===== src/rtl/cla_pkg.sv =====
// Shared helpers for the pipelined carry-lookahead adder: parameter checks,
// group count and the (P, G) lookahead reduction used at bit and group level.
package cla_pkg;

    // Widest p/g vector the lookahead reduction accepts (bits or groups).
    localparam int LA_MAXW = 128;

    function automatic bit group_ok(input int grp);
        return (grp == 2) || (grp == 4) || (grp == 8);
    endfunction

    function automatic int ngroups(input int width, input int grp);
        return width / grp;
    endfunction

    // Returns {P, G} over the lowest n entries; n == 0 yields {1, 0}.
    function automatic logic [1:0] lookahead(input logic [LA_MAXW-1:0] pv,
                                             input logic [LA_MAXW-1:0] gv,
                                             input int n);
        logic pp;
        logic gg;
        pp = 1'b1;
        gg = 1'b0;
        for (int i = 0; i < LA_MAXW; i++) begin
            if (i < n) begin
                gg = gv[i] | (pv[i] & gg);
                pp = pp & pv[i];
            end
        end
        return {pp, gg};
    endfunction

endpackage


===== src/rtl/cla_pipe_group.sv =====
// One lookahead group: carry into every bit from the group carry-in,
// plus the group propagate/generate pair.
module cla_group
    import cla_pkg::*;
#(
    parameter int GROUP = 4
) (
    input  logic [GROUP-1:0] p_i,
    input  logic [GROUP-1:0] g_i,
    input  logic             c_i,
    output logic [GROUP-1:0] c_o,
    output logic             gp_o,
    output logic             gg_o
);

    always_comb begin
        logic [LA_MAXW-1:0] pv;
        logic [LA_MAXW-1:0] gv;
        logic [1:0]         pg;
        pv = '0;
        gv = '0;
        pv[GROUP-1:0] = p_i;
        gv[GROUP-1:0] = g_i;
        c_o = '0;
        // Each bit carry is a flat lookahead over the bits below it.
        for (int i = 0; i < GROUP; i++) begin
            pg = lookahead(pv, gv, i);
            c_o[i] = pg[0] | (pg[1] & c_i);
        end
        pg = lookahead(pv, gv, GROUP);
        gp_o = pg[1];
        gg_o = pg[0];
    end

endmodule


===== src/rtl/cla_pipe.sv =====
// Two-stage pipelined carry-lookahead adder/subtractor with valid/ready on both
// sides. Define CLA_FLAGS_EN to add the registered ovf and zero outputs.
module cla_pipe
    import cla_pkg::*;
#(
    parameter int WIDTH = 16,
    parameter int GROUP = 4
) (
    input  logic             clk,
    input  logic             rst,
    input  logic             in_valid,
    output logic             in_ready,
    input  logic [WIDTH-1:0] inA,
    input  logic [WIDTH-1:0] inB,
    input  logic             cin,
    input  logic             sub,
    output logic             out_valid,
    input  logic             out_ready,
    output logic [WIDTH-1:0] sum,
    output logic             cout
`ifdef CLA_FLAGS_EN
    ,
    output logic             ovf,
    output logic             zero
`endif
);

    localparam int NG = ngroups(WIDTH, GROUP);

    if (!group_ok(GROUP) || (WIDTH % GROUP) != 0 || WIDTH < GROUP) begin : g_param_err
        $error("cla_pipe: GROUP must be 2, 4 or 8 and WIDTH a non-zero multiple of GROUP");
    end

    // Handshake: a beat moves when valid & ready; each stage advances when the
    // stage after it is empty or draining this cycle.
    logic adv1, adv2, in_fire;
    logic s1_valid_q, out_valid_q;

    logic [WIDTH-1:0] b_eff, p_d, g_d, p_q, g_q;
    logic [NG-1:0]    gp_d, gg_d, gp_q, gg_q;
    logic             c0_d, c0_q;
    logic [NG-1:0]    gc, gp_s2, gg_s2;
    logic [WIDTH-1:0] carry, sum_d, sum_q;
    logic             cout_d, cout_q;

    assign adv2     = !out_valid_q | out_ready;
    assign adv1     = !s1_valid_q | adv2;
    assign in_ready = adv1 & !rst;
    assign in_fire  = in_valid & in_ready;

    // Stage 1: bit propagate/generate and group-level P/G.
    assign b_eff = sub ? ~inB : inB;
    assign c0_d  = sub | cin;
    assign p_d   = inA ^ b_eff;
    assign g_d   = inA & b_eff;

    always_comb begin
        logic [LA_MAXW-1:0] pv;
        logic [LA_MAXW-1:0] gv;
        logic [1:0]         pg;
        pv   = '0;
        gv   = '0;
        pg   = '0;
        gp_d = '0;
        gg_d = '0;
        for (int k = 0; k < NG; k++) begin
            pv = '0;
            gv = '0;
            pv[GROUP-1:0] = p_d[k*GROUP +: GROUP];
            gv[GROUP-1:0] = g_d[k*GROUP +: GROUP];
            pg = lookahead(pv, gv, GROUP);
            gp_d[k] = pg[1];
            gg_d[k] = pg[0];
        end
    end

    // Stage 2: second-level lookahead gives every group its carry-in.
    always_comb begin
        logic [LA_MAXW-1:0] pv;
        logic [LA_MAXW-1:0] gv;
        logic [1:0]         pg;
        pv = '0;
        gv = '0;
        pv[NG-1:0] = gp_q;
        gv[NG-1:0] = gg_q;
        gc = '0;
        for (int k = 0; k < NG; k++) begin
            pg = lookahead(pv, gv, k);
            gc[k] = pg[0] | (pg[1] & c0_q);
        end
    end

    for (genvar k = 0; k < NG; k++) begin : g_grp
        cla_group #(.GROUP(GROUP)) u_grp (
            .p_i  (p_q[k*GROUP +: GROUP]),
            .g_i  (g_q[k*GROUP +: GROUP]),
            .c_i  (gc[k]),
            .c_o  (carry[k*GROUP +: GROUP]),
            .gp_o (gp_s2[k]),
            .gg_o (gg_s2[k])
        );
    end

    // Word carry-out: lookahead across the group outputs of stage 2.
    always_comb begin
        logic [LA_MAXW-1:0] pv;
        logic [LA_MAXW-1:0] gv;
        logic [1:0]         pg;
        pv = '0;
        gv = '0;
        pv[NG-1:0] = gp_s2;
        gv[NG-1:0] = gg_s2;
        pg = lookahead(pv, gv, NG);
        cout_d = pg[0] | (pg[1] & c0_q);
    end

    assign sum_d = p_q ^ carry;

`ifdef CLA_FLAGS_EN
    logic a_msb_q, b_msb_q, ovf_q, zero_q;
    logic ovf_d, zero_d;
    assign ovf_d  = (a_msb_q == b_msb_q) & (sum_d[WIDTH-1] != a_msb_q);
    assign zero_d = ~|sum_d;
`endif

    always_ff @(posedge clk) begin
        if (rst) begin
            s1_valid_q  <= 1'b0;
            out_valid_q <= 1'b0;
            sum_q       <= '0;
            cout_q      <= 1'b0;
`ifdef CLA_FLAGS_EN
            ovf_q       <= 1'b0;
            zero_q      <= 1'b0;
`endif
        end else begin
            if (adv1) begin
                s1_valid_q <= in_fire;
                if (in_fire) begin
                    p_q  <= p_d;
                    g_q  <= g_d;
                    gp_q <= gp_d;
                    gg_q <= gg_d;
                    c0_q <= c0_d;
`ifdef CLA_FLAGS_EN
                    a_msb_q <= inA[WIDTH-1];
                    b_msb_q <= b_eff[WIDTH-1];
`endif
                end
            end
            if (adv2) begin
                out_valid_q <= s1_valid_q;
                if (s1_valid_q) begin
                    sum_q  <= sum_d;
                    cout_q <= cout_d;
`ifdef CLA_FLAGS_EN
                    ovf_q  <= ovf_d;
                    zero_q <= zero_d;
`endif
                end
            end
        end
    end

    assign out_valid = out_valid_q;
    assign sum       = sum_q;
    assign cout      = cout_q;
`ifdef CLA_FLAGS_EN
    assign ovf       = ovf_q;
    assign zero      = zero_q;
`endif

endmodule


===== config.mk =====
export PLATFORM = sky130hd
export DESIGN_NAME = cla_pipe
export DESIGN_NICKNAME = d
export VERILOG_FILES = /design/src/rtl/cla_pkg.sv /design/src/rtl/cla_pipe_group.sv /design/src/rtl/cla_pipe.sv
export SDC_FILE = /design/constraint.sdc
export NUM_CORES = 1
export LEC_CHECK = 0
export ABC_CLOCK_PERIOD_IN_PS = 3600
export CAP_MARGIN = 20
export CELL_PAD_IN_SITES_DETAIL_PLACEMENT = 1
export CELL_PAD_IN_SITES_GLOBAL_PLACEMENT = 1
export CORE_UTILIZATION = 25
export DETAILED_ROUTE_END_ITERATION = 10
export PLACE_DENSITY_LB_ADDON = 0.1
export SYNTH_ARGS = -nofsm -noshare
export SYNTH_HDL_FRONTEND = slang
export SYNTH_SLANG_ARGS = --single-unit

===== constraint.sdc =====
create_clock -name clk -period 3.6 [get_ports clk]
set_input_delay 0.36 -clock clk [delete_from_list [all_inputs] [get_ports clk]]
set_output_delay 0.36 -clock clk [all_outputs]
set_load 0.05 [all_outputs]

### Word level (Yosys, flattened, before mapping)

Cells that the tools add are included.

* bits of input ports: 38
* register bits after elaboration: 58

* reductions and logical operators: 5
* bitwise operators: 120
* mux-type cells: 1

Operator list (count)
* $and A1 B1 Y1: 70
* $or A1 B1 Y1: 45
* $xor A16 B16 Y16: 2
* $and A16 B16 Y16: 1
* $mux W16: 1
* $not A16 Y16: 1
* $logic_not A1 Y1: 3
* $reduce_and A3 Y1: 1
* $reduce_and A2 Y1: 1
* $not A1 Y1: 1

### Logic depth before layout (Yosys ltp)

* depth after elaboration: 13
* gate-level depth with buffers: 8
* depth with buffers taken out: 7

### Cells and area by module

A second synthesis with hierarchy kept.

* cells, all modules: 232
* area total of the unflattened synthesis: 2837.7 µm²

Modules (own cells, without submodules)
* cla_pipe: cells an instance 188, area each 2577.5 µm², times used 1
* cla_group: cells an instance 11, area each 65.1 µm², times used 4

### Worst setup path before layout

Ideal clock, no wire load.

* kind: register to register
* start point: reg out_valid_q (netlist: out_valid)
* end point: reg c0_q (enable)
* period minus slack after synthesis: 3.025 ns
* slack: 0.575 ns
* buffers on the path: 0
* arrival time: 2.625 ns
* setup time: 0.400 ns
* cell stages (with the launch flop): 4
* cells stage by stage: dfxtp_1 > nor2b_1 > a21oi_1 > and2_1

* cells in the longest elaborated chain, start to end: 6

RTL lines
* start, declared: line cla_pipe.sv:37 `logic s1_valid_q, out_valid_q;`
* start signal, assigned: line cla_pipe.sv:152 `out_valid_q <= s1_valid_q;`
* $logic_not A1 Y1: line cla_pipe.sv:46 `assign adv2 = !out_valid_q | out_ready;`
* $or A1 B1 Y1: line cla_pipe.sv:46
* $or A1 B1 Y1: line cla_pipe.sv:47 `assign adv1 = !s1_valid_q | adv2;`
* $and A1 B1 Y1: line cla_pipe.sv:48 `assign in_ready = adv1 & !rst;`
* via in_ready: line cla_pipe.sv:12 `output logic in_ready,`
* $and A1 B1 Y1: line cla_pipe.sv:49 `assign in_fire = in_valid & in_ready;`
* via in_fire: line cla_pipe.sv:36 `logic adv1, adv2, in_fire;`
* $reduce_and A3 Y1 (no line)
* end signal, assigned: line cla_pipe.sv:144 `c0_q <= c0_d;`
* end, declared: line cla_pipe.sv:41 `logic c0_d, c0_q;`

The timed path passes the listed nets, and every way through them passes these cells.
A chain may end at the register's enable or synchronous reset.

### Worst setup path after layout

* start point: in out_ready
* end point: out in_ready

* cells in the longest elaborated chain, start to end: 3

RTL lines
* start, declared: line cla_pipe.sv:18 `input logic out_ready,`
* $or A1 B1 Y1: line cla_pipe.sv:46
* $or A1 B1 Y1: line cla_pipe.sv:47
* $and A1 B1 Y1: line cla_pipe.sv:48
* end, declared: line cla_pipe.sv:12

Every way passes these cells.

==> qor.yml <==
grt:
  overflow: 0
  grt_max_degree: 40
  grt_pass1_vias: 2155
  antenna_found_initial: 0
  track_usage: 0.126
  grt_pass1_wl_um: 11000
synthesis:
  yosysSeqAreaShare: 0.542
  yosys.area_share.simple: 0.132
  synthAdderAreaFrac: 0.0874
  synth_top_family_by_area: "compound AO/OA/AOI/OAI gates"
  avgSynthCellArea_um2: 11.6
  synth_mux_area_frac: 0
  synth.distinct_cells: 49
  synth_compound_area_frac: 0.154
  synthArstFlopShare: 0
  ys_ff_latch: 58
  synth_cells: 247
  synth_fp_nets: 305
  synthXorXnorAreaFrac: 0.0642
  syn_area_um2: 2860
  yosys_warnings: 0
  synth-edff-count: 39
  synth_ff_type: "edfxtp_1"
worst_setup_path:
  path_delay_family: "buffers and inverters"
  reg2reg_slack_ns: 1.69
  timing.rr.start: "c0_q"
  crit_path_max_incr_delay_ns: 0.83
  critical_path_class: "in2out"
  cpMostUsedCell: "clkdlybuf4s50_1"
  worst_setup_path_start_kind: "input port"
  path_cells: "clkdlybuf4s50_1 -> nor2b_1 -> a21oi_1 -> clkdlybuf4s50_1"
  cp_slowest_cell: "clkdlybuf4s50_1"
  timing.rr.end: "sum[13]"
  required_ns: 3.24
  worst-path-buf-inv: 2
  arrival_ns: 1.98
  path_max_fanout: 4
  r2r_cells: 7
  worstSetupEndpointType: "output pin"
cts:
  post_cts_buffers: 0
  h-tree-depth: 3
  cts_root_buf: "clkbuf_16"
  cts_buffers: 9
  cts_hold_buf: 0
  path_clk_slew_ns: 0.05
  cts_resized: 0
  cts.sinks: 58
  clk_latency_ns: 0.32
  cts_tree: "built"
  clk_path_buf_depth: 2
sta:
  fmax_mhz: 427
  clock_skew_ns: 0.0103
  layout_setup_ws_ns: 1.26
  slew_headroom: 0.468
  worstMarginPinSlew_ns: 0.795
  slew_viol_final: 0
  finalSetupTns_ns: 0
  finalCriticalPeriod_ns: 2.34
  hold_ws_ns: 0.453
  final_hold_viol_count: 0
  setup_viol: 0
  post-route-period-util: 0.651
  rsz0062_at_grt: "false"
place:
  portBuffers: 56
  post-place-ws_ns: 0.955
  place.gp.congestion: 0.694
  placed_area_um2: 3590
  dpl.cell_count: 438
  hpwlAfterDp_um: 5210
layout:
  syn_to_final_growth_pct: 34.2
  utilization: 0.350
  stdcell_count: 454
  drive_gt1_frac: 0.0828
  stdcell_area_um2: 3840
  fillers: 1227
  diodes: 0
  nets: 367
floorplan:
  die_x_um: 109
  die_h_um: 109
  coreArea_um2: 11000
  io_pins: 57
  design.die.area_um2: 11900
  fp-row-count: 38
  initial_core_util: 0.261
worst_hold_path:
  hold_end: "sum[0]"
  hold_depth: 2
  hold_start: "sum[0]"
  hold_path_class: "reg2reg"
pwr:
  ir_worst_vdd_mv: 0.245
  p_leak_nw: 1.42
  p_per_area_nw_per_um2: 474
  p_int_mw: 1.35
  switching_share: 0.258
  clockPowerShare: 0.406
  seq_power_share: 0.437
  p_comb_frac: 0.157
  power.switching_mw: 0.470
  p_total_mw: 1.82
detailed_routing:
  drc: 0
  drtIter0Drc: 48
  vias: 2087
  first_pass_iters: 4
  antenna_left: 0
  vias_per_cell: 4.60
  routed_wl_um: 6920
  routedWlPerCell_um: 15.2
outcome:
  status: "complete, no violations"
flow_run:
  max_cap_violations: 0
==> worst reg2reg max path, delay by kind of cell, from the launching register on <==
family	cells	cell delay [ns]
and+or+nand+nor	2	0.18
AOI/OAI and AO/OA	3	0.78
DFF	1	0.50
adders and majority gates	1	0.25
xor gates and xnor gates	1	0.13
==> layout make-up <==
type                       instances  area, um^2  share of cell area
clock buffer                      12         236              0.0616
multi-input combinational        176        1250               0.326
tap                              140         175              0.0456
clock inverter                     4        18.8             0.00489
sequential                        58        1550               0.404
inverter                           4        15.0             0.00391
timing repair buffer              60         591               0.154
==> metal layers <==
metal	up-vias	global-route usage	part of all wire
met1	982	0.175	0.51
met2	42	0.186	0.43
met4	0	0.0579	0.016
met3	10	0.0269	0.038
met5	-	0	0
li1	1053	-	-
==> layout by cell type, fill, tap and decap left out, drive strengths merged, types with 3 or more instances in the layout <==
cell type	instances
edfxtp	39
a21o	6
clkdlybuf4s50	56
nand3	5
buf	4
nand2	21
a2111oi	3
xor2	16
and4	5
xnor2	5
a21oi	20
nor2	17
inv	4
a211oi	6
ha	20
o21ai	9
clkinv	4
clkbuf	12
and2	4
o21bai	3
nand2b	5
dfxtp	19
nor2b	4
==> kinds of logic after synthesis <==
| group | Yosys count |
|---|---|
| simple gates | 73 |
| compound gates | 62 |
| flops | 58 |
| xor+xnor | 21 |
| fa+ha+maj | 20 |
| buf+inv | 13 |
==> sequential cells by signal, summed over array words and instances, names as in the netlist <==
name,count
sum,16
gp_q,3
gg_q,3
p_q,16
cout,1
c0_q,1
g_q,16
out_valid,1
s1_valid_q,1
==> synth_stat cells, drive strengths merged (2+ instances only) <==
library cell	number	area, um^2
buf	8	38.8
nand2b	5	33.8
a21oi	20	100
o21bai	3	22.5
and3	2	12.5
inv	4	15.0
xnor2	5	43.8
o21ai	9	45.0
dfxtp	19	380
xor2	16	140
nand2	21	78.8
and2	4	25.0
a31oi	2	12.5
o31ai	2	20.0
nor3	2	10.0
and4	5	43.8
nand3	5	25.0
nand3b	2	15.0
a2111oi	3	38.8
a21o	6	47.6
ha	20	250
a211oi	6	60.1
nor2b	4	25.0
edfxtp	39	1170
nor2	17	63.8
==> worst max path at each step <==
stage / end / cells past startpoint / slack, ns / from
5_1_grt: gg_q[2] / 7 / 1.19 / sub
3_5_place_dp: gg_q[0] / 7 / 0.96 / sub
3_3_place_gp: gg_q[0] / 7 / 1.01 / sub
6_report: in_ready / 4 / 1.26 / out_ready
4_1_cts: in_ready / 4 / 1.25 / out_ready
2_1_floorplan: c0_q / 3 / 0.58 / out_valid
==> power by group through the flow <==
| stage | clock (mW) | sequential [mW] | combinational (mW) |
|---|---|---|---|
| final | 0.738 | 0.795 | 0.287 |
| after global routing | 0.789 | 0.801 | 0.317 |
| after CTS | 0.764 | 0.796 | 0.293 |
| after detailed placement | 0 | 0.810 | 0.291 |
| after global placement | 0 | 0.809 | 0.291 |
| after floorplan | 0 | 0.844 | 0.131 |
No activity file was read; power rests on OpenSTA's default activity.
==> RTL edit: new RTL, same settings <==
Change the parameter `WIDTH` from 16 to 32.
--- a/src/rtl/cla_pipe.sv
+++ b/src/rtl/cla_pipe.sv
@@ -3,7 +3,7 @@
 module cla_pipe
     import cla_pkg::*;
 #(
-    parameter int WIDTH = 16,
+    parameter int WIDTH = 32,
     parameter int GROUP = 4
 ) (
     input  logic             clk,
Interface: changed (resized inA, inB and sum); port bits go from 57 to 105. The function was not compared with the original's and may differ.
==> RTL edit against the unedited design <==
- area after synthesis up 99%
- critical endpoint unchanged
- sequential power up 99%
- final area up 98%
- wire length up 130%
- worst setup slack better by 0.0028 ns
- sequential cell count up 56
- sequential share of layout area about the same
- power up 100%
==> RTL edit: results (changes against the unedited design) <==
- Via count of the first global-routing pass: 4516 (+110%)
- Place WS: 1.14 ns (+0.184 ns)
- Crit path max fanout: 3 (-1)
- Worst-margin pin slew: 1.05 ns (+0.256 ns)
- Area after DPL: 7070 um^2 (+97%)
- Final Routed Wirelength: 16.0 mm (+130%)
- Share of post-route cells with drive strength above 1: 7.05% (-1.2 points)
- Worst hold endpoint: sum[21]
- Reg-to-Reg End: sum[25]
- Status: completed
- Clk_lat worst skew: 0.41 ns (+0.09 ns)
- Flop pwr share: 42.4% (-1.3 points)
- P_leak: 2.80 nW (+97%)
- Register-to-register setup slack: 1.34 ns (-0.35 ns)
- Initial DRC Count: 223 (+360%)
- Reg2Reg Depth: 9 (+2)
- EDFF count, synth: 79 (+100%)
- Worst Min Path Start: sum[21]
- Total GRT Usage: 14.1% (+1.5 points)
- Clock power frac: 42.3% (+1.7 points)
- Commonest cells in the netlist: edfxtp_1 (79), nand2_1 (52), a21oi_1 (43), ha_1 (40), dfxtp_1 (35)
- Avg Cell Area, Syn: 11.1 um^2 (-4.1%)
- Top cells by area, synth: edfxtp_1 (42%), dfxtp_1 (12%), ha_1 (8.8%)
- Port bufs: 104 (+86%)
- GP Congestion: 0.752 (+8.5%)
- First-pass GRT wire length: 25.2 mm (+130%)
- Largest net degree at the start of global routing: 80 (+100%)
- Worst Skew: 0.00571 ns (-0.00461 ns)
- H-tree levels: 4 (+1)
- Layout Nets: 735 (+100%)
- Worst Hold Slack: 0.454 ns (+0.000512 ns)
- Layout filler cell count: 2432 (+98%)
- Internal: 2.75 mW (+100%)
- Post-synthesis sequential area ratio: 53.9% (-0.28 points)
- DR WL/cell: 17.5 um (+15%)
## RTL edit: cell types whose count changed in the layout (fill, tap and decap cells not counted), sizes merged, moves of 7 or more
| cell | delta |
|---|---|
| o21ai | +17 |
| nand2b | +8 |
| xor2 | +16 |
| edfxtp | +40 |
| ha | +20 |
| a21oi | +23 |
| clkdlybuf4s50 | +47 |
| nand3 | +16 |
| clkbuf | +13 |
| dfxtp | +16 |
| nand4 | +7 |
| inv | +8 |
| nand2 | +31 |
| nor2 | +8 |
## RTL edit: worst max-delay path by stage
stage	endpoint	depth (start not counted)	slack (ns)
after global routing	sum[29]	10	1.17
after global placement	p_q[13]	4	1.22
final	in_ready	4	1.26
after floorplan	c0_q	3	0.48
after detailed placement	p_q[13]	4	1.14
after CTS	in_ready	4	1.26
## RTL edit: layout make-up
type / instances / area, um^2 / area share (%)
Timing Repair Buffer: 111 / 1090 / 14.3
Sequential cell: 114 / 3070 / 40.3
Tap cell: 280 / 350 / 4.60
Clock inverter: 7 / 57.6 / 0.756
Clock buffer: 25 / 485 / 6.37
Multi-Input combinational cell: 369 / 2520 / 33.0
Inverter: 12 / 45.0 / 0.591
## RTL edit: per-layer routing
layer  vias to the layer above  part of all wire, %  track usage [%]
met5                         -                    0                0
met4                         0                  1.3             4.52
met3                        14                  3.5             3.63
met2                        83                   48             23.1
met1                      2135                   48             18.2
li1                       2127                    -                -
## RTL edit: logic make-up after synthesis
logic type      Yosys count  synth area share (%)
xor+xnor                 42                  6.45
flops                   114                  53.9
compound gates          113                  13.1
fa+ha+maj                40                  8.78
buf+inv                  30                  1.98
simple gates            173                  15.6
mux                       1                 0.176
## RTL edit: worst max-delay path, cell delays in order
cell and delay [ns]:
clkdlybuf4s50_1 0.47, nor2b_1 0.07, a21oi_1 0.23, clkdlybuf4s50_1 0.84
